### config.mk
export PLATFORM = sky130hd
export DESIGN_NAME = axi_wr_arbiter_flat
export DESIGN_NICKNAME = d
export VERILOG_FILES = /design/src/rtl/axi_hp_pkg.sv /design/src/rtl/axi_wr_arbiter_if.sv /design/src/rtl/rr_pick.sv /design/src/rtl/axi_wr_arbiter.sv /design/src/flat_wrapper.sv
export SDC_FILE = /design/constraint.sdc
export NUM_CORES = 1
export LEC_CHECK = 0
export BUFFER_PORTS_ARGS = -buffer_cell sky130_fd_sc_hd__buf_2
export CAP_MARGIN = 15
export CELL_PAD_IN_SITES_DETAIL_PLACEMENT = 0
export CELL_PAD_IN_SITES_GLOBAL_PLACEMENT = 1
export CORE_MARGIN = 3
export CORE_UTILIZATION = 21
export CTS_CLUSTER_DIAMETER = 150
export DETAILED_ROUTE_END_ITERATION = 8
export GPL_TIMING_DRIVEN = 0
export HOLD_SLACK_MARGIN = 0.05
export PLACE_DENSITY_LB_ADDON = 0.1
export SYNTH_ARGS = -nofsm -noshare
export SYNTH_HDL_FRONTEND = slang
export SYNTH_HIERARCHICAL = 1
export SYNTH_SLANG_ARGS = --single-unit
### constraint.sdc
create_clock -name AXI_clk -period 2.4 [get_ports AXI_clk]
set_input_delay 0.36 -clock AXI_clk [delete_from_list [all_inputs] [get_ports AXI_clk]]
set_output_delay 0.36 -clock AXI_clk [all_outputs]
set_load 0.1 [all_outputs]
### src/rtl/axi_hp_pkg.sv
// Shared AXI3 HP-port constants and the write-arbiter state encoding.
package axi_hp_pkg;

  localparam logic [4:0] AXI_BURST_LEN  = 5'd16;
  localparam logic [3:0] AXI_LAST_BEAT  = 4'd15;
  localparam logic [2:0] AXI_SIZE_4B    = 3'b010;
  localparam logic [1:0] AXI_BURST_INCR = 2'b01;
  localparam logic [1:0] AXI_RESP_OKAY  = 2'b00;
  localparam logic [5:0] IDBASE_DEFAULT = 6'b111100;

  typedef enum logic [1:0] {
    ST_IDLE = 2'd0,
    ST_ADDR = 2'd1,
    ST_DATA = 2'd2
  } arb_state_e;

endpackage

### src/rtl/axi_wr_arbiter_if.sv
// Requester-side and HP-port-side signals of the shared AXI3 write arbiter.
interface axi_wr_arbiter_if #(parameter int NREQ = 2);

  logic [NREQ*32-1:0] req_awaddr;
  logic [NREQ-1:0]    req_awvalid;
  logic [NREQ-1:0]    req_awready;
  logic [NREQ*32-1:0] req_wdata;
  logic [NREQ-1:0]    req_wvalid;
  logic [NREQ-1:0]    req_wlast;
  logic [NREQ-1:0]    req_wready;
  logic [NREQ-1:0]    req_bdone;

  logic [31:0] AXI_awaddr;
  logic        AXI_awvalid;
  logic        AXI_awready;
  logic [5:0]  AXI_awid;
  logic [3:0]  AXI_awlen;
  logic [2:0]  AXI_awsize;
  logic [1:0]  AXI_awburst;
  logic [31:0] AXI_wdata;
  logic        AXI_wvalid;
  logic        AXI_wready;
  logic        AXI_wlast;
  logic [5:0]  AXI_wid;
  logic        AXI_bvalid;
  logic [5:0]  AXI_bid;
  logic [1:0]  AXI_bresp;
  logic        AXI_bready;
  logic        proto_err;

  // Arbiter view: drives the HP port and the per-requester handshakes.
  modport master (
    input  req_awaddr, req_awvalid, req_wdata, req_wvalid, req_wlast,
    input  AXI_awready, AXI_wready, AXI_bvalid, AXI_bid, AXI_bresp,
    output req_awready, req_wready, req_bdone,
    output AXI_awaddr, AXI_awvalid, AXI_awid, AXI_awlen, AXI_awsize, AXI_awburst,
    output AXI_wdata, AXI_wvalid, AXI_wlast, AXI_wid, AXI_bready, proto_err
  );

  modport slave (
    output req_awaddr, req_awvalid, req_wdata, req_wvalid, req_wlast,
    output AXI_awready, AXI_wready, AXI_bvalid, AXI_bid, AXI_bresp,
    input  req_awready, req_wready, req_bdone,
    input  AXI_awaddr, AXI_awvalid, AXI_awid, AXI_awlen, AXI_awsize, AXI_awburst,
    input  AXI_wdata, AXI_wvalid, AXI_wlast, AXI_wid, AXI_bready, proto_err
  );

endinterface

### src/rtl/rr_pick.sv
// Round-robin picker: first requester set searching upward from last+1, wrapping.
module rr_pick #(
  parameter int NREQ = 2
) (
  input  logic [NREQ-1:0] req,
  input  logic [1:0]      last,
  output logic [1:0]      idx,
  output logic            any
);

  logic [3:0] req_pad_s;
  logic [1:0] cand_s;

  assign req_pad_s = 4'(req);
  assign any       = |req;

  // Walk candidates from farthest to nearest so the nearest requester wins.
  always_comb begin
    idx    = 2'd0;
    cand_s = 2'd0;
    for (int k = NREQ; k >= 1; k--) begin
      cand_s = 2'((int'(last) + k) % NREQ);
      idx    = req_pad_s[cand_s] ? cand_s : idx;
    end
  end

endmodule

### src/rtl/axi_wr_arbiter.sv
// Round-robin sharing of one AXI3 HP write port among NREQ 16-beat burst requesters.
module axi_wr_arbiter
  import axi_hp_pkg::*;
#(
  parameter int          NREQ   = 2,
  parameter logic [5:0]  IDBASE = IDBASE_DEFAULT
) (
  input  logic             AXI_clk,
  input  logic             rst,
  axi_wr_arbiter_if.master bus
);

  arb_state_e   state_r, state_s;
  logic [1:0]   grant_r, grant_s;
  logic [1:0]   last_r, last_s;
  logic [3:0]   beat_r, beat_s;
  logic [NREQ-1:0] bdone_r;
  logic         proto_err_r;

  logic         pick_any_s;
  logic [1:0]   pick_idx_s;
  logic [3:0]   awvalid_pad_s, wvalid_pad_s, wlast_pad_s;
  logic [127:0] awaddr_pad_s, wdata_pad_s;
  logic [5:0]   id_s;
  logic         aw_hs_s, w_hs_s, last_beat_s;
  logic         wlast_bad_s, b_match_s, b_err_s;

  rr_pick #(.NREQ(NREQ)) u_pick (
    .req  (bus.req_awvalid),
    .last (last_r),
    .idx  (pick_idx_s),
    .any  (pick_any_s)
  );

  // Zero-padded views so a 2-bit grant can index any NREQ safely.
  assign awvalid_pad_s = 4'(bus.req_awvalid);
  assign wvalid_pad_s  = 4'(bus.req_wvalid);
  assign wlast_pad_s   = 4'(bus.req_wlast);
  assign awaddr_pad_s  = 128'(bus.req_awaddr);
  assign wdata_pad_s   = 128'(bus.req_wdata);

  assign id_s        = IDBASE | {4'b0000, grant_r};
  assign last_beat_s = (beat_r == AXI_LAST_BEAT);
  assign aw_hs_s     = (state_r == ST_ADDR) && awvalid_pad_s[grant_r] && bus.AXI_awready;
  assign w_hs_s      = (state_r == ST_DATA) && wvalid_pad_s[grant_r] && bus.AXI_wready;
  assign wlast_bad_s = w_hs_s && (wlast_pad_s[grant_r] != last_beat_s);
  assign b_match_s   = bus.AXI_bvalid && (bus.AXI_bid[5:2] == IDBASE[5:2]) &&
                       ({1'b0, bus.AXI_bid[1:0]} < 3'(NREQ));
  assign b_err_s     = bus.AXI_bvalid && (bus.AXI_bresp != AXI_RESP_OKAY);

  assign bus.AXI_awid    = id_s;
  assign bus.AXI_wid     = id_s;
  assign bus.AXI_awlen   = 4'(AXI_BURST_LEN - 5'd1);
  assign bus.AXI_awsize  = AXI_SIZE_4B;
  assign bus.AXI_awburst = AXI_BURST_INCR;
  assign bus.AXI_bready  = 1'b1;
  assign bus.req_bdone   = bdone_r;
  assign bus.proto_err   = proto_err_r;

  // State, grant, round-robin pointer and beat counter registers.
  always_ff @(posedge AXI_clk or negedge rst) begin
    if (!rst) begin
      state_r <= ST_IDLE;
      grant_r <= 2'd0;
      last_r  <= 2'(NREQ - 1);
      beat_r  <= 4'd0;
    end else begin
      state_r <= state_s;
      grant_r <= grant_s;
      last_r  <= last_s;
      beat_r  <= beat_s;
    end
  end

  // Next-state: arbitrate only in IDLE, hold a burst until its 16th beat.
  always_comb begin
    state_s = state_r;
    grant_s = grant_r;
    last_s  = last_r;
    beat_s  = beat_r;
    case (state_r)
      ST_IDLE: begin
        if (pick_any_s) begin
          state_s = ST_ADDR;
          grant_s = pick_idx_s;
        end else begin
          state_s = ST_IDLE;
        end
      end
      ST_ADDR: begin
        if (aw_hs_s) begin
          state_s = ST_DATA;
          beat_s  = 4'd0;
        end else begin
          state_s = ST_ADDR;
        end
      end
      ST_DATA: begin
        if (w_hs_s && last_beat_s) begin
          state_s = ST_IDLE;
          last_s  = grant_r;
        end else if (w_hs_s) begin
          beat_s = beat_r + 4'd1;
        end else begin
          state_s = ST_DATA;
        end
      end
      default: state_s = ST_IDLE;
    endcase
  end

  // Steer the granted requester onto AW in ADDR and onto W in DATA.
  always_comb begin
    bus.AXI_awvalid = 1'b0;
    bus.AXI_awaddr  = 32'h0000_0000;
    bus.AXI_wvalid  = 1'b0;
    bus.AXI_wdata   = 32'h0000_0000;
    bus.AXI_wlast   = 1'b0;
    bus.req_awready = '0;
    bus.req_wready  = '0;
    case (state_r)
      ST_ADDR: begin
        bus.AXI_awvalid = awvalid_pad_s[grant_r];
        bus.AXI_awaddr  = awaddr_pad_s[{grant_r, 5'b00000} +: 32];
        bus.req_awready = bus.AXI_awready ? (NREQ'(1'b1) << grant_r) : '0;
      end
      ST_DATA: begin
        bus.AXI_wvalid = wvalid_pad_s[grant_r];
        bus.AXI_wdata  = wdata_pad_s[{grant_r, 5'b00000} +: 32];
        bus.AXI_wlast  = last_beat_s;
        bus.req_wready = bus.AXI_wready ? (NREQ'(1'b1) << grant_r) : '0;
      end
      default: begin
        bus.AXI_awvalid = 1'b0;
      end
    endcase
  end

  // B routing to per-requester pulses and the sticky protocol error flag.
  always_ff @(posedge AXI_clk or negedge rst) begin
    if (!rst) begin
      bdone_r     <= '0;
      proto_err_r <= 1'b0;
    end else begin
      bdone_r     <= b_match_s ? (NREQ'(1'b1) << bus.AXI_bid[1:0]) : '0;
      proto_err_r <= proto_err_r | wlast_bad_s | b_err_s;
    end
  end

endmodule

### src/flat_wrapper.sv
// flat-port wrapper written by rule: the top's interface ports become plain ports
module axi_wr_arbiter_flat import axi_hp_pkg::*;
#(
  parameter int          NREQ   = 2,
  parameter logic [5:0]  IDBASE = IDBASE_DEFAULT
)
  (AXI_clk, rst, bus_req_awaddr, bus_req_awvalid, bus_req_wdata, bus_req_wvalid, bus_req_wlast, bus_AXI_awready, bus_AXI_wready, bus_AXI_bvalid, bus_AXI_bid, bus_AXI_bresp, bus_req_awready, bus_req_wready, bus_req_bdone, bus_AXI_awaddr, bus_AXI_awvalid, bus_AXI_awid, bus_AXI_awlen, bus_AXI_awsize, bus_AXI_awburst, bus_AXI_wdata, bus_AXI_wvalid, bus_AXI_wlast, bus_AXI_wid, bus_AXI_bready, bus_proto_err);
  axi_wr_arbiter_if #(.NREQ(NREQ)) bus_i ();
  input  logic AXI_clk;
  input  logic rst;
  input wire logic [$bits(bus_i.req_awaddr)-1:0] bus_req_awaddr;
  input wire logic [$bits(bus_i.req_awvalid)-1:0] bus_req_awvalid;
  input wire logic [$bits(bus_i.req_wdata)-1:0] bus_req_wdata;
  input wire logic [$bits(bus_i.req_wvalid)-1:0] bus_req_wvalid;
  input wire logic [$bits(bus_i.req_wlast)-1:0] bus_req_wlast;
  input wire logic [$bits(bus_i.AXI_awready)-1:0] bus_AXI_awready;
  input wire logic [$bits(bus_i.AXI_wready)-1:0] bus_AXI_wready;
  input wire logic [$bits(bus_i.AXI_bvalid)-1:0] bus_AXI_bvalid;
  input wire logic [$bits(bus_i.AXI_bid)-1:0] bus_AXI_bid;
  input wire logic [$bits(bus_i.AXI_bresp)-1:0] bus_AXI_bresp;
  output wire logic [$bits(bus_i.req_awready)-1:0] bus_req_awready;
  output wire logic [$bits(bus_i.req_wready)-1:0] bus_req_wready;
  output wire logic [$bits(bus_i.req_bdone)-1:0] bus_req_bdone;
  output wire logic [$bits(bus_i.AXI_awaddr)-1:0] bus_AXI_awaddr;
  output wire logic [$bits(bus_i.AXI_awvalid)-1:0] bus_AXI_awvalid;
  output wire logic [$bits(bus_i.AXI_awid)-1:0] bus_AXI_awid;
  output wire logic [$bits(bus_i.AXI_awlen)-1:0] bus_AXI_awlen;
  output wire logic [$bits(bus_i.AXI_awsize)-1:0] bus_AXI_awsize;
  output wire logic [$bits(bus_i.AXI_awburst)-1:0] bus_AXI_awburst;
  output wire logic [$bits(bus_i.AXI_wdata)-1:0] bus_AXI_wdata;
  output wire logic [$bits(bus_i.AXI_wvalid)-1:0] bus_AXI_wvalid;
  output wire logic [$bits(bus_i.AXI_wlast)-1:0] bus_AXI_wlast;
  output wire logic [$bits(bus_i.AXI_wid)-1:0] bus_AXI_wid;
  output wire logic [$bits(bus_i.AXI_bready)-1:0] bus_AXI_bready;
  output wire logic [$bits(bus_i.proto_err)-1:0] bus_proto_err;
  assign bus_i.req_awaddr = bus_req_awaddr;
  assign bus_i.req_awvalid = bus_req_awvalid;
  assign bus_i.req_wdata = bus_req_wdata;
  assign bus_i.req_wvalid = bus_req_wvalid;
  assign bus_i.req_wlast = bus_req_wlast;
  assign bus_i.AXI_awready = bus_AXI_awready;
  assign bus_i.AXI_wready = bus_AXI_wready;
  assign bus_i.AXI_bvalid = bus_AXI_bvalid;
  assign bus_i.AXI_bid = bus_AXI_bid;
  assign bus_i.AXI_bresp = bus_AXI_bresp;
  assign bus_req_awready = bus_i.req_awready;
  assign bus_req_wready = bus_i.req_wready;
  assign bus_req_bdone = bus_i.req_bdone;
  assign bus_AXI_awaddr = bus_i.AXI_awaddr;
  assign bus_AXI_awvalid = bus_i.AXI_awvalid;
  assign bus_AXI_awid = bus_i.AXI_awid;
  assign bus_AXI_awlen = bus_i.AXI_awlen;
  assign bus_AXI_awsize = bus_i.AXI_awsize;
  assign bus_AXI_awburst = bus_i.AXI_awburst;
  assign bus_AXI_wdata = bus_i.AXI_wdata;
  assign bus_AXI_wvalid = bus_i.AXI_wvalid;
  assign bus_AXI_wlast = bus_i.AXI_wlast;
  assign bus_AXI_wid = bus_i.AXI_wid;
  assign bus_AXI_bready = bus_i.AXI_bready;
  assign bus_proto_err = bus_i.proto_err;
  axi_wr_arbiter #(.NREQ(NREQ), .IDBASE(IDBASE)) u_core (.AXI_clk(AXI_clk), .rst(rst), .bus(bus_i));
endmodule
; ---- After elaboration in Yosys (flattened, before gate mapping)
; Index checks and enable logic that the tools add are counted.
; Widths: inputs -> output; s select.
[op_classes]
n_addsub = 3
magnitude_cmp = 4
eq_ne = 9
shift = 4
mux = 31
bitwise_logic = 4
reduce_logical = 16
[ops]
columns = cell, n
row1 = $shiftx 128x8->32, 2
row2 = $mux 32, 2
row3 = $mux 2, 10
row4 = $mux 4, 3
row5 = $bmux 1 s2, 5
row6 = $logic_and 1x1->1, 9
row7 = $lt 2x3->1 const B, 3
row8 = $mux 1, 9
row9 = $eq 4x4->1 const B, 2
row10 = $pmux 4 s2, 1
row11 = $pmux 2 s3, 1
row12 = $add 4x1->4 const B, 1
row13 = $ne 2x1->1 const B, 2
row14 = $reduce_and 2->1, 2
row15 = $reduce_and 4->1, 1
row16 = $reduce_bool 2->1, 2
row17 = $shl 1x2->2 const A, 2
row18 = $ne 3x3->1 const B, 1
row19 = $add 1x1->1 const B, 2
row20 = $and 1x1->1 const A, 2
row21 = $eq 2x1->1 const B, 1
row22 = $eq 2x2->1 const B, 1
row23 = $logic_not 2->1, 1
row24 = $lt 2x2->1 const B, 1
row25 = other kinds (4), 5
[totals]
ff_bits = 12
input_bits = 147
out_inout_bits = 96
elab_cells = 77

; ---- Logic depth before layout (Yosys ltp)
; Gate-level depths: netlist (run 1).
[logic_depth]
depth_word = 7
ltp_mapped = 5
depth_no_buf = 5

; ---- Cells and area by module
; Netlist (run 1), hierarchy kept.
[by_module_without_submodules]
columns = module, instances, cells_per_inst, area_per_inst_um2, seq_area_each_um2
row1 = axi_wr_arbiter, 1, 235, 1816.7, 326.6
row2 = rr_pick, 1, 4, 25.0, 0.0

; ---- Worst setup path after synthesis (run 1)
; Ideal clock, no wire load.
[synth_path]
path_kind = reg-to-output
start = reg u_core.grant_r[0]
end = out bus_AXI_wdata[10]
arrival_time_ps = 3075
required_time_ps = 2040
setup_slack_ps = -1035
path_stages_with_launch = 5
n_path_buf = 2
cell_sequence = dfrtp_1 > buf_4 > buf_1 > mux2i_1 > nor2_1
[synth_via]
elab_chain_len = 2
[synth_lines]
columns = element, line_no
row1 = start: declaration, axi_wr_arbiter.sv:14  ; logic [1:0] grant_r, grant_s;
row2 = start signal: assignment, axi_wr_arbiter.sv:69  ; grant_r <= grant_s;
row3 = $shiftx 128x8->32, axi_wr_arbiter.sv:129  ; bus.AXI_wdata = wdata_pad_s[{grant_r, 5'b00000} +: 32];
row4 = $mux 32, axi_wr_arbiter.sv:121  ; case (state_r)
row5 = end: declaration, flat_wrapper.sv:30  ; output wire logic [$bits(bus_i.AXI_wdata)-1:0] bus_AXI_wdata;
; Every way passes these cells.

; ---- Final worst setup path (run 1)
[layout_path]
start = reg u_core.state_r[1]
end = out bus_AXI_awaddr[8]
[layout_via]
elab_chain_len = 2
[layout_lines]
columns = element, line_no
row1 = start: declaration, axi_wr_arbiter.sv:13  ; arb_state_e state_r, state_s;
row2 = start signal: assignment, axi_wr_arbiter.sv:68  ; state_r <= state_s;
row3 = $eq 2x1->1, axi_wr_arbiter.sv:121
row4 = $mux 32, axi_wr_arbiter.sv:121
row5 = end: declaration, flat_wrapper.sv:24  ; output wire logic [$bits(bus_i.AXI_awaddr)-1:0] bus_AXI_awaddr;
; Every way passes these cells.

==> impl_metrics.yaml, run 1 <==
route:
  drt-initial-drc-count: 17
  drc: 0
  vias_per_cell: 4.242
  drt-total-wl_mm: 8.352
  num_vias: 2490
  wl_per_cell_um: 14.23
  postRouteAntennaNets: 0
  dr.pass1.iters: 4
clock_tree:
  ctsLongestPathBuffers: 2
  clkLatencyLatePin_ns: 0.24
  postCtsSetupBuffers: 0
  tritoncts: "built"
  path_clk_slew_ns: 0.05
  numCtsBuffers: 3
  cts-root-buf: "clkbuf_8"
  cts.htree.levels: 1
  clock-sinks: 12
floorplan:
  core_area_mm2: 0.008299
  row_count: 33
  die_area_mm2: 0.009771
  fp.dieH_um: 98.85
  boundaryPins: 243
  die_w_um: 98.85
  start_util: 0.2182
min_path:
  min_from: "bus_AXI_bid[1]"
  hold_end: "u_core/bus.req_bdone[1]"
  hold_path.class: "input port to register"
  whs_path_depth: 2
final_layout:
  finalInstanceArea_mm2: 0.003859
  layout.cells.non_filler: 587
  drive_above_1_share: 0.7137
  nNetsFinal: 631
  most-common-layout-cells: "buf_2, mux2i_1, nor2_4"
  area_growth_pct: 113.1
  mostFrequentLayoutCell: "buf_2"
  diodes: 0
timing:
  hold_violations: 0
  setup_viol: 0
  slew-limit-headroom: 0.6428
  rsz0062_at_grt: "false"
  drv_slew: 0
  clock_skew_ns: 0.0006037
  period_minus_slack_ns: 2.260
  min_period_over_period: 0.9416
  tightest_slew_ns: 0.5396
  fmax_mhz: 442.5
power:
  power_leakage_nw: 2.008
  vdd.ir_drop.worst_mv: 0.4633
  powerDensity_mw_per_mm2: 1396
worst_setup_path:
  path_max_fanout: 10
  worstPathRequired_ns: 2.04
  r2r_slack_ns: 0.69
  max_stage_delay_ns: 0.50
  worstRegToRegCells: 5
  worst_r2r_startpoint: "u_core/grant_r[0]"
  end_kind: "output pin"
  crit_path_start_kind: "register"
  r2r-end: "u_core/beat_r[3]"
  cp_cell_sequence: "nor2_1, nand2_1, buf_2, nor2_4, clkbuf_4"
  slowest_stage: "buf_2"
  critPathArrivalTime_ns: 1.90
  crit_type: "register to output pin"
grt:
  grt_pass1_vias: 2431
  grt_max_degree: 13
  antenna_found_initial: 0
  gr-usage-all-layers: 0.1574
  grt_pass1_wl_mm: 12.56
  grt.overflow.total: 0
outcome:
  status: "finished, final reports clean"
placed_design:
  placed_cell_area_mm2: 0.003626
  hpwl_mm: 7.244
  dpl.cell_count: 582
  place.gp.congestion: 0.7595
  port_buffers: 224
logic_synthesis:
  ys.warnings.count: 6
  syn_avg_cell_area_um2: 7.639
  synth_area_mm2: 0.001810
  syn_inst: 237
flow_run:
  cap_viol_max_count: 0
## critical path: cells and delay by family, from the launching register on
| kind | cells | cell delay [ns] |
|---|---|---|
| flops | 1 | 0.48 |
| simple gates | 3 | 0.39 |
| buf+inv | 2 | 0.79 |
## sequential cells by signal, summed over array words and instances (netlist names)
name and flops:
u_core/grant_r 2, u_core/state_r 2, u_core/bus.req_bdone 2, u_core/beat_r 4, u_core/last_r 1, u_core/bus.proto_err 1
## through the flow
step / TNS [ns] / utilization / power [mW] / hold WS (ns) / setup WS (ns)
6_report: 0 / 0.4649 / 5.387 / 0.2860 / 0.1400
5_1_grt: 0 / 0.4649 / 5.615 / 0.2958 / 0.01775
4_1_cts: -0.3966 / 0.4565 / 5.352 / 0.2832 / -0.02857
3_5_place_dp: -2.666 / 0.4369 / 5.080 / 0.2571 / -0.1097
3_3_place_gp: -2.685 / 0.4369 / 5.057 / 0.2599 / -0.08832
2_1_floorplan: -3.931 / - / 4.406 / 0.06441 / -0.1310
## layout make-up
cell class	instances	area, um2
Inverter	1	3.754
Multi-Input combinational cell	205	1839
Timing Repair Buffer	225	1281
Fill cell	897	4441
Buffer	35	244.0
Tap cell	105	131.4
Clock buffer	4	55.05
Sequential cell	12	304.0
## power by group
group	switching (mW)	internal, mW	total [mW]
registers	0.0684	0.241	0.310
logic	3.68	1.18	4.85
clock network	0.0771	0.145	0.222
## metal layers
layer / GRT usage / part of all wire
met1: 0.1812 / 0.36
met2: 0.3079 / 0.56
met3: 0.01840 / 0.066
met4: 0.03151 / 0.012
met5: 0 / 0
## worst max path at each step
| stage | startpoint | to | slack, ns | depth (start not counted) |
|---|---|---|---|---|
| 2_1_floorplan | u_core/grant_r[1] | bus_AXI_awaddr[10] | -0.13 | 4 |
| 3_3_place_gp | u_core/grant_r[1] | bus_AXI_awaddr[26] | -0.09 | 5 |
| 3_5_place_dp | u_core/grant_r[1] | bus_AXI_awaddr[8] | -0.11 | 5 |
| 4_1_cts | u_core/state_r[1] | bus_AXI_wdata[10] | -0.03 | 5 |
| 5_1_grt | u_core/state_r[1] | bus_AXI_awaddr[9] | 0.02 | 5 |
| 6_report | u_core/state_r[1] | bus_AXI_awaddr[8] | 0.14 | 5 |
## what timing repair did
| item | in CTS | in global routing |
|---|---|---|
| resized for setup | 53 | 29 |
| endpoints found under the setup margin | 62 | 55 |
| hold endpoints to repair | 11 | 0 |
| hold buffers | 1 | 0 |
Power figures use the tool's default switching activity.
==> run 2, diff against run 1 <==
- REMOVE_ABC_BUFFERS: default -> 1
==> impl_metrics.yaml, run 2 (synthesis results as in run 1) <==
outcome:
  status: "finished, final reports clean"
final_layout:
  fin_util: 0.3801
  layout.cells.non_filler: 555
  nNetsFinal: 599
  drive_above_1_share: 0.5422
  mostFrequentLayoutCell: "buf_2"
  largest-register: "u_core/beat_r"
  most-common-layout-cells: "buf_2, nor2_1, mux2i_1"
  fillers: 920
  diodes: 0
  largest_register_ffs: 4
  area_growth_pct: 74.22
grt:
  grt_max_degree: 33
  antenna_found_initial: 0
  grt_pass1_wl_mm: 12.08
  grt_pass1_vias: 2300
  grt.overflow.total: 0
  gr-usage-all-layers: 0.1529
timing:
  hold_violations: 0
  rsz0062_at_grt: "false"
  drv_slew: 0
  min_period_over_period: 0.9316
  fmax_mhz: 447.3
  setup_viol: 0
  clock_skew_ns: 0.002301
  period_minus_slack_ns: 2.236
route:
  dr.pass1.iters: 4
  drt-total-wl_mm: 8.131
  drt-initial-drc-count: 30
  drc: 0
  vias_per_cell: 4.157
  postRouteAntennaNets: 0
  num_vias: 2307
  wl_per_cell_um: 14.65
placed_design:
  dpl.cell_count: 548
  port_buffers: 224
  place.gp.congestion: 0.7617
  hpwl_mm: 6.689
clock_tree:
  tritoncts: "built"
  ctsLongestPathBuffers: 2
  cts.htree.levels: 1
  path_clk_slew_ns: 0.06
  clock-sinks: 12
  clkLatencyLatePin_ns: 0.24
  numCtsBuffers: 3
  cts-root-buf: "clkbuf_8"
worst_setup_path:
  critPathArrivalTime_ns: 1.88
  path_max_fanout: 32
  worstPathRequired_ns: 2.04
  max_stage_delay_ns: 0.48
  end_kind: "output pin"
  slowest_stage: "dfrtp_1"
  cp_cell_sequence: "nor2b_2, nand2b_4, nor2_1, buf_2"
  crit_path_start_kind: "register"
  crit_type: "register to output pin"
flow_run:
  cap_viol_max_count: 0
power:
  vdd.ir_drop.worst_mv: 1.029
  power_leakage_nw: 1.869
  p_total_mw: 4.752
  powerDensity_mw_per_mm2: 1506
floorplan:
  die_area_mm2: 0.009771
  die_w_um: 98.85
  core_area_mm2: 0.008299
  boundaryPins: 243
  fp.dieH_um: 98.85
  start_util: 0.2182
  row_count: 33
min_path:
  hold_path.class: "input port to register"
-- run 2: per-stage QoR --
| step | hold slack [ns] | worst slack (ns) | instance area [um2] | setup TNS [ns] |
|---|---|---|---|---|
| floorplan | 0.06441 | -3.280 | 1652 | -237.84 |
| CTS | 0.2851 | 0.002119 | 3048 | 0 |
| detailed placement | 0.2557 | -0.1953 | 2935 | -5.756 |
| finish | 0.2897 | 0.1643 | 3154 | 0 |
| global placement | 0.2550 | -2.069 | 2904 | -144.42 |
| global route | 0.2946 | 0.01114 | 3154 | 0 |
-- run 2: area by class of cell --
| type | instances | area [um2] | area share |
|---|---|---|---|
| multi-input cells | 205 | 1364 | 0.4324 |
| repair buffers | 228 | 1295 | 0.4106 |
| flip-flops and latches | 12 | 305.3 | 0.09679 |
| well taps | 105 | 131.4 | 0.04165 |
| clock buffers | 4 | 55.05 | 0.01745 |
| inverters | 1 | 3.754 | 0.001190 |
-- run 2: worst max-delay path, delay by kind of cell, from the launching register on --
family	cells	cell delay, ns
buffers and inverters	1	0.44
DFF	1	0.48
and+or+nand+nor	3	0.71
-- run 2: routing by layer --
metal	share of wire	wire length, um	track usage
met5	0	0	0
met1	0.35	2884	0.1682
met3	0.080	650	0.03892
met4	0.017	137	0.03676
met2	0.55	4458	0.2903
-- run 2: final timing paths --
kind	from	end	slack, ns	cells past startpoint
max reg2reg	u_core/grant_r[0]	u_core/beat_r[3]	0.48	5
max in group asynchronous	rst	u_core/last_r[0]	1.60	2
min	bus_AXI_bid[0]	u_core/bus.req_bdone[0]	0.29	2
min in group asynchronous	rst	u_core/beat_r[2]	0.53	2
min reg2reg	u_core/bus.proto_err	u_core/bus.proto_err	0.47	2
max	u_core/state_r[1]	bus_AXI_wdata[6]	0.16	4
-- run 2: power by group --
group	total [mW]	switching [mW]	internal, mW
Clock	0.219	0.0742	0.145
Sequential	0.362	0.119	0.243
Combinational	4.17	3.24	0.932
Total	4.75	3.43	1.32
-- run 2: repair_timing --
action / 4_1_cts / 5_1_grt
endpoints found under the setup margin: 65 / 65
resized for setup: 5 / 36
gates cloned: 1 / 0
endpoints found under the hold margin: 11 / 0
hold buffers: 1 / 0
buffers inserted: 0 / 1
